## config.mk

```make
export PLATFORM = sky130hd
export DESIGN_NAME = hazard_ctrl
export DESIGN_NICKNAME = d
export VERILOG_FILES = /design/src/rtl/hazard_ctrl_pkg.sv /design/src/rtl/hazard_ctrl_sat_counter.sv /design/src/rtl/hazard_ctrl.sv
export SDC_FILE = /design/constraint.sdc
export NUM_CORES = 1
export LEC_CHECK = 0
export BUFFER_PORTS_ARGS = -buffer_cell sky130_fd_sc_hd__buf_2
export CAP_MARGIN = 20
export CORE_MARGIN = 5
export CORE_UTILIZATION = 25
export DETAILED_ROUTE_END_ITERATION = 10
export PLACE_DENSITY = 0.51
export SYNTH_ARGS = -nofsm -noshare
export SYNTH_HDL_FRONTEND = slang
export SYNTH_SLANG_ARGS = --single-unit
```

## constraint.sdc

```tcl
create_clock -name clk -period 1.9 [get_ports clk]
set_input_delay 0.285 -clock clk [delete_from_list [all_inputs] [get_ports clk]]
set_output_delay 0.285 -clock clk [all_outputs]
set_load 0.005 [all_outputs]
```

## src/rtl/hazard_ctrl_pkg.sv

```systemverilog
// Shared definitions for the pipeline hazard sequencer.
//  - state_t      : sequencer FSM states
//  - ZERO_ADDRESS : register x0, which never produces a hazard
//  - WAIT_W       : width of the memory-wait watchdog counter (covers MAX_WAIT up to 255)
package hazard_ctrl_pkg;

    typedef enum logic [1:0] {
        RUN      = 2'd0,
        MEM_WAIT = 2'd1,
        ERROR    = 2'd2
    } state_t;

    localparam logic [4:0] ZERO_ADDRESS = 5'b00000;
    localparam int         WAIT_W       = 8;

endpackage

```

## src/rtl/hazard_ctrl_sat_counter.sv

```systemverilog
// Generic saturating up-counter.
// Ports:
//  clk  in  clock, rising edge
//  arst in  asynchronous reset, active-high (count -> 0)
//  clr  in  synchronous clear (count -> 0), wins over inc
//  inc  in  increment request; ignored once the count is all-ones
//  cnt  out current count
module hazard_ctrl_sat_counter #(
    parameter int W = 16
) (
    input  logic         clk,
    input  logic         arst,
    input  logic         clr,
    input  logic         inc,
    output logic [W-1:0] cnt
);

    logic [W-1:0] cnt_r;

    // Count register: clear has priority, increment stops at all-ones.
    always_ff @(posedge clk or posedge arst) begin
        if (arst) begin
            cnt_r <= {W{1'b0}};
        end else if (clr) begin
            cnt_r <= {W{1'b0}};
        end else if (inc && (cnt_r != {W{1'b1}})) begin
            cnt_r <= cnt_r + {{(W-1){1'b0}}, 1'b1};
        end else begin
            cnt_r <= cnt_r;
        end
    end

    assign cnt = cnt_r;

endmodule

```

## src/rtl/hazard_ctrl.sv

```systemverilog
// Pipeline sequencer for the 5-stage core: resolves load-use stalls,
// taken-branch flushes and data-memory wait freezes, keeps a saturating
// stall-cycle counter and a memory-wait watchdog with a sticky error.
// Ports:
//  clk, arst                      clock / async active-high reset
//  id_rs1, id_rs2, ex_rd          register addresses for load-use detection
//  ex_mem_read, ex_branch_taken   EX-stage load / taken-branch indications
//  mem_req, dmem_ready            MEM-stage data-memory handshake
//  pc_we .. mem_wb_bubble         per-stage write enables and NOP controls
//  stall_cnt                      cycles with pc_we=0 since reset (saturating)
//  error                          sticky watchdog timeout
module hazard_ctrl
    import hazard_ctrl_pkg::*;
#(
    parameter int AddressSize = 5,
    parameter int CNT_W       = 16,
    parameter int MAX_WAIT    = 64
) (
    input  logic                   clk,
    input  logic                   arst,
    input  logic [AddressSize-1:0] id_rs1,
    input  logic [AddressSize-1:0] id_rs2,
    input  logic [AddressSize-1:0] ex_rd,
    input  logic                   ex_mem_read,
    input  logic                   ex_branch_taken,
    input  logic                   mem_req,
    input  logic                   dmem_ready,
    output logic                   pc_we,
    output logic                   if_id_we,
    output logic                   if_id_flush,
    output logic                   id_ex_we,
    output logic                   id_ex_bubble,
    output logic                   ex_mem_we,
    output logic                   mem_wb_bubble,
    output logic [CNT_W-1:0]       stall_cnt,
    output logic                   error
);

    localparam logic [AddressSize-1:0] ZERO_REG_S = AddressSize'(ZERO_ADDRESS);
    localparam logic [WAIT_W-1:0]      MAX_WAIT_S = WAIT_W'(MAX_WAIT);

    state_t            state_r;
    state_t            state_nxt_s;
    logic              error_r;
    logic [WAIT_W-1:0] wait_cnt_s;
    logic              load_use_s;
    logic              mem_stall_s;
    logic              freeze_s;
    logic              pc_we_s;
    logic              if_id_we_s;
    logic              if_id_flush_s;
    logic              id_ex_we_s;
    logic              id_ex_bubble_s;
    logic              ex_mem_we_s;
    logic              mem_wb_bubble_s;

    assign load_use_s  = ex_mem_read && (ex_rd != ZERO_REG_S) &&
                         ((ex_rd == id_rs1) || (ex_rd == id_rs2));
    assign mem_stall_s = mem_req && !dmem_ready;

    // Once in MEM_WAIT only dmem_ready releases the freeze; the access is already outstanding.
    assign freeze_s = ((state_r == RUN) && mem_stall_s) ||
                      ((state_r == MEM_WAIT) && !dmem_ready);

    // Next-state logic; the watchdog fires when the wait count hits MAX_WAIT still unanswered.
    always_comb begin
        state_nxt_s = state_r;
        case (state_r)
            RUN: begin
                if (mem_stall_s) begin
                    state_nxt_s = MEM_WAIT;
                end else begin
                    state_nxt_s = RUN;
                end
            end
            MEM_WAIT: begin
                if (dmem_ready) begin
                    state_nxt_s = RUN;
                end else if (wait_cnt_s == MAX_WAIT_S) begin
                    state_nxt_s = ERROR;
                end else begin
                    state_nxt_s = MEM_WAIT;
                end
            end
            ERROR: begin
                state_nxt_s = ERROR;
            end
            default: begin
                state_nxt_s = ERROR;
            end
        endcase
    end

    // Stage controls: freeze > branch > load-use, everything off in reset and ERROR.
    always_comb begin
        pc_we_s         = 1'b1;
        if_id_we_s      = 1'b1;
        if_id_flush_s   = 1'b0;
        id_ex_we_s      = 1'b1;
        id_ex_bubble_s  = 1'b0;
        ex_mem_we_s     = 1'b1;
        mem_wb_bubble_s = 1'b0;
        if (arst || (state_r == ERROR) ||
            ((state_r != RUN) && (state_r != MEM_WAIT))) begin
            pc_we_s     = 1'b0;
            if_id_we_s  = 1'b0;
            id_ex_we_s  = 1'b0;
            ex_mem_we_s = 1'b0;
        end else if (freeze_s) begin
            pc_we_s         = 1'b0;
            if_id_we_s      = 1'b0;
            id_ex_we_s      = 1'b0;
            ex_mem_we_s     = 1'b0;
            mem_wb_bubble_s = 1'b1;
        end else if (ex_branch_taken) begin
            // The younger instruction in ID is squashed, so any load-use on it is moot.
            if_id_flush_s  = 1'b1;
            id_ex_bubble_s = 1'b1;
        end else if (load_use_s) begin
            pc_we_s        = 1'b0;
            if_id_we_s     = 1'b0;
            id_ex_bubble_s = 1'b1;
        end else begin
            pc_we_s = 1'b1;
        end
    end

    // State and sticky error registers.
    always_ff @(posedge clk or posedge arst) begin
        if (arst) begin
            state_r <= RUN;
            error_r <= 1'b0;
        end else begin
            state_r <= state_nxt_s;
            error_r <= error_r || (state_nxt_s == ERROR);
        end
    end

    hazard_ctrl_sat_counter #(.W(WAIT_W)) u_wait_cnt (
        .clk  (clk),
        .arst (arst),
        .clr  (!freeze_s),
        .inc  (freeze_s),
        .cnt  (wait_cnt_s)
    );

    hazard_ctrl_sat_counter #(.W(CNT_W)) u_stall_cnt (
        .clk  (clk),
        .arst (arst),
        .clr  (1'b0),
        .inc  (!pc_we_s),
        .cnt  (stall_cnt)
    );

    assign pc_we         = pc_we_s;
    assign if_id_we      = if_id_we_s;
    assign if_id_flush   = if_id_flush_s;
    assign id_ex_we      = id_ex_we_s;
    assign id_ex_bubble  = id_ex_bubble_s;
    assign ex_mem_we     = ex_mem_we_s;
    assign mem_wb_bubble = mem_wb_bubble_s;
    assign error         = error_r;

endmodule

```

==> impl_metrics.ini, run 1 <==
[routing]
drt_iter0_markers = 32
vias = 1335
drt-vias-per-instance = 4.42
wl_per_cell_um = 12.2
routed_wl_mm = 3.69
dr.pass1.iters = 4
drtAntennaViolNets = 0
drc = 0

[logic_synthesis]
yosys_warnings = 0
async_flop_share = 1.00
avgSynthCellArea_um2 = 9.79
syn_area_um2 = 1510
synth_cell_type_count = 39
netlist.area_leader.share = 0.448
postSynthCellCount = 154
synth_nets = 178
yosysSeqAreaShare = 0.448
synthTopCellsByArea = dfrtp_1, xor2_1, xnor2_1
synthTopCellsByCount = dfrtp_1, nor2_1, xor2_1, nand2_1
synth_area_leader_cell = dfrtp_1
ys_ff_latch = 27
yosysMostFrequentCell = dfrtp_1
synth_edf_count = 0
synthFlopType = dfrtp_1

[cells_and_area]
fillers = 618
multi_input_area_um2 = 811
fin_cells = 302
area_growth_pct = 38.6
nets = 252
diodes = 0
final_layout_size_suffix_gt1_frac = 0.396
seqCellArea_um2 = 676

[global_route]
grt_max_degree = 28
grt_pass1_wl_mm = 6.09
grt_pass1_vias = 1365
grtUsageTotal = 0.0994
grt_overflow = 0
antenna_found_initial = 0

[sta]
slew-limit-headroom = 0.766
fin_skew_ns = 0.00293
setup_ws_ns = 0.000790
max_clock_freq_ghz = 0.527
whs_ns = 0.0985
finalSetupViolCount = 0
finalCriticalPeriod_ns = 1.90
maxSlewViolCount = 0
period_share = 1.00
hold_violations = 0
worstMarginPinSlew_ns = 0.351
rsz0062_at_grt = yes

[critical_path]
start_kind = register
worst-path-max-fanout = 7
worstPathRequired_ns = 2.07
critPathKind = register to register
crit_arrival_ns = 2.06
endpoint_kind = register

[clock_tree]
clock_latency_ns = 0.27
cts_tree = built
clk_pin_slew_ns = 0.09
cts_inserted_buffers = 3
cts_sinks = 27
htreeDepth = 1
clock_path_buffers = 2
cts_root_buffer = clkbuf_8

[floorplanning]
die-area_um2 = 7680
pin_count = 45
die_y_um = 87.7
rows = 28
initial_core_util = 0.256
dieWidth_um = 87.7
core_um2 = 5890

[power]
switching_share = 0.224
peakVddDrop_v = 0.000215
pwr-share-clk = 0.335
p_int_mw = 0.761
p_sw_mw = 0.219
combPwrFrac = 0.080
cellPowerDensity_nw_per_um2 = 469
power_frac_seq = 0.585
finalPower_mw = 0.981
leakage_nw = 0.914

[place]
finalWeightedCongestion = 0.780
dp_cells = 295
dp_hpwl_mm = 2.88
io_buffers = 44
post-place-ws_ns = -0.0611

[min_path]
hp-class = input port to async pin

[run]
maxCapViolations = 0

[outcome]
status = completed
cell usage in the layout, fill, tap and decap left out, types with 5 or more instances in the layout:
master   Yosys  final
buf_2        0     44
buf_4        2     27
dfrtp_1     27     27
inv_1        5      5
nand2_1     13     13
nand3_1     10      9
nand4_1      7      7
nor2_1      17     17
nor3_1       7      7
xnor2_1     10     10
xor2_1      15     15
worst max-delay path: stages (launching register included):
cell     delay, ns
dfrtp_1       0.39
ha_2          0.19
nand4_1       0.10
nor4_2        0.07
or3_4         0.34
o21ba_4       0.23
or3_4         0.34
xnor2_2       0.13
final cells by class:
cell class / count / share of cell area
multi-input combinational: 118 / 0.388
inverter: 5 / 0.00898
timing repair buffer: 73 / 0.213
tap: 75 / 0.0449
sequential: 27 / 0.323
clock buffer: 4 / 0.0216
through the flow:
stage	TNS, ns	area (µm²)	utilization
CTS	-0.0219	2050	0.349
detailed placement	-0.140	1990	0.338
global placement	-0.0529	1990	0.338
finish	0	2090	0.355
global route	-0.236	2090	0.355
floorplan	-0.212	1510	-
layer usage:
layer	GRT usage	wire, µm	vias up
met4	0.0209	14	0
met2	0.167	1730	22
met5	0	0	-
li1	-	-	675
met1	0.128	1790	636
met3	0.0263	156	2
registers in the layout, indices dropped and copies added (netlist names):
register / cells
u_stall_cnt.cnt: 16
error: 1
u_wait_cnt.cnt: 8
state_r: 2
what timing repair did:
action	in CTS	in global routing
buffers inserted	0	3
hold buffers	0	0
pin swaps	0	6
hold endpoints to repair	0	0
resized for setup	4	3
endpoints found under the setup margin	3	15
logic make-up after synthesis:
| group | synth area share |
|---|---|
| AND/OR/NAND/NOR | 0.254 |
| buffers and inverters | 0.0324 |
| adder cells (fa/ha/maj) | 0.0249 |
| multiplexers | 0.00747 |
| flip-flops | 0.448 |
| AO/OA/AOI/OAI | 0.0772 |
| XOR/XNOR | 0.156 |
power groups by stage:
| stage | sequential (mW) | clock, mW | combinational [mW] |
|---|---|---|---|
| after floorplan | 0.586 | 0 | 0.0323 |
| after global placement | 0.586 | 0 | 0.0775 |
| after detailed placement | 0.586 | 0 | 0.0782 |
| after CTS | 0.574 | 0.344 | 0.0797 |
| after global routing | 0.574 | 0.368 | 0.0875 |
| final | 0.574 | 0.328 | 0.0780 |
worst paths after layout:
check | end | from | slack (ns) | cells after the start
setup reg to reg | u_stall_cnt.cnt[8] | u_stall_cnt.cnt[1] | 0.0008 | 7
max in group asynchronous | u_wait_cnt.cnt[0] | arst | 1.54 | 3
hold / removal | error | arst | 0.1 | 3
hold reg to reg | error | error | 0.47 | 1
setup / recovery | u_stall_cnt.cnt[8] | u_stall_cnt.cnt[1] | 0.0008 | 7
min in group clk | state_r[1] | dmem_ready | 0.24 | 2
Note: power is estimated with default switching activity, not from simulation.
==> run 2, diff against run 1 <==
Settings changed: PLACE_DENSITY 0.51 to 0.5.
Clock period 1.9 ns to 2.1 ns, I/O delays scaled along.
==> run 2 against run 1 <==
Global-route usage decreased by 0.22 points. Worst hold slack improved by 0.026 ns. Clock power decreased by 7.9%. Cell count decreased by 5.6%. Register-to-register slack improved by 0.09 ns. Critical path depth unchanged. Die area unchanged. Sequential power decreased by 9.6%. Cell area decreased by 7.7%. Sequential cell count unchanged. Combinational power decreased by 20%. Core utilization decreased by 2.7 points. Critical path type unchanged. Critical endpoint unchanged. Highest routed layer unchanged.
==> impl_metrics.ini, run 2 (synthesis results as in run 1) <==
[outcome]
status = completed

[power]
leakage_nw = 0.831
cellPowerDensity_nw_per_um2 = 458
peakVddDrop_v = 0.000227
finalPower_mw = 0.884

[critical_path]
crit_start = u_stall_cnt.cnt[0]
rrSetupSlack_ns = 0.09
critPathKind = register to register
start_kind = register
r2r-start = u_stall_cnt.cnt[0]
endpoint_kind = register
crit_arrival_ns = 2.18
worstPathRequired_ns = 2.27
regToRegEndpoint = u_stall_cnt.cnt[8]
setup.worst_path.end = u_stall_cnt.cnt[8]
worst-path-max-fanout = 7
rr_worst_depth = 7

[clock_tree]
clock_path_buffers = 2
cts_hold_buf = 0
cts_tree = built
clk_pin_slew_ns = 0.10
clock_latency_ns = 0.27
post_cts_buffers = 0
cts_sinks = 27
htreeDepth = 1
cts_root_buffer = clkbuf_8
cts_resized = 0
cts_inserted_buffers = 3

[sta]
finalSetupViolCount = 0
slew-limit-headroom = 0.715
worstMarginPinSlew_ns = 0.424
period_share = 0.957
max_clock_freq_ghz = 0.498
fin_skew_ns = 0.00120
finalCriticalPeriod_ns = 2.01
tns_ns = 0
rsz0062_at_grt = no
hold_violations = 0
whs_ns = 0.124
maxSlewViolCount = 0

[place]
finalWeightedCongestion = 0.734
dp_hpwl_mm = 2.81
dp_cells = 281
io_buffers = 44

[floorplanning]
die_y_um = 87.7
die-area_um2 = 7680
initial_core_util = 0.256
dieWidth_um = 87.7
rows = 28
pin_count = 45
core_um2 = 5890

[routing]
dr.pass1.iters = 4
vias = 1275
drt-vias-per-instance = 4.47
wl_per_cell_um = 12.5
drt_iter0_markers = 36
routed_wl_mm = 3.58
drtAntennaViolNets = 0
drc = 0

[cells_and_area]
utilization = 0.328
final_cell_mix = buf_2, dfrtp_1, nor2_1
final_layout_size_suffix_gt1_frac = 0.333
seqCellArea_um2 = 676
fillers = 635
fin_cells = 285
multi_input_area_um2 = 783
diodes = 0
layout_commonest_cell = buf_2
area_growth_pct = 27.9
nets = 235
largest_reg_flops = 16

[global_route]
antenna_found_initial = 0
grt_max_degree = 28
grt_pass1_vias = 1294
grt_pass1_wl_mm = 6.02
grt_overflow = 0
grtUsageTotal = 0.0972

[run]
maxCapViolations = 0

[min_path]
hp-class = input port to async pin
run 2: routing by layer:
layer / up-vias / share of wire / GRT usage / routed length, µm
met5: - / 0 / 0 / 0
li1: 645 / - / - / -
met4: 0 / 0.0039 / 0.0167 / 14
met2: 17 / 0.51 / 0.175 / 1830
met3: 2 / 0.035 / 0.0263 / 124
met1: 611 / 0.45 / 0.117 / 1600
run 2: worst max-delay path, stage by stage, from the launching register on:
cell and delay, ns:
dfrtp_1 0.39, ha_1 0.24, nand4_1 0.10, nor4_1 0.07, or3_4 0.34, o21ba_1 0.27, or3_4 0.36, xnor2_2 0.13
run 2: worst min-delay path by stage:
stage	from	end	slack, ns	cells past startpoint
global route	arst	u_wait_cnt.cnt[7]	0.18	3
detailed placement	arst	state_r[0]	0.44	3
finish	arst	state_r[0]	0.12	3
global placement	arst	state_r[1]	0.45	3
floorplan	arst	error	0.38	1
CTS	arst	state_r[0]	0.14	3
run 2: where the power goes:
| part | switching (mW) | internal (mW) |
|---|---|---|
| logic | 0.0340 | 0.0287 |
| clock network | 0.169 | 0.133 |
| registers | 0 | 0.519 |
| total | 0.203 | 0.681 |
run 2: stage by stage:
step | setup slack (ns) | cell area, µm²
2_1_floorplan | 0.0788 | 1510
3_3_place_gp | 0.0939 | 1880
3_5_place_dp | 0.0913 | 1880
4_1_cts | 0.0838 | 1930
5_1_grt | 0.000557 | 1930
6_report | 0.0912 | 1930
run 2: layout make-up:
cell class / count / area share
Tap cell: 75 / 0.0487
Clock buffer: 3 / 0.0214
Multi-Input combinational cell: 118 / 0.406
Inverter: 5 / 0.00973
Timing Repair Buffer: 56 / 0.161
Clock inverter: 1 / 0.00260
Sequential cell: 27 / 0.350
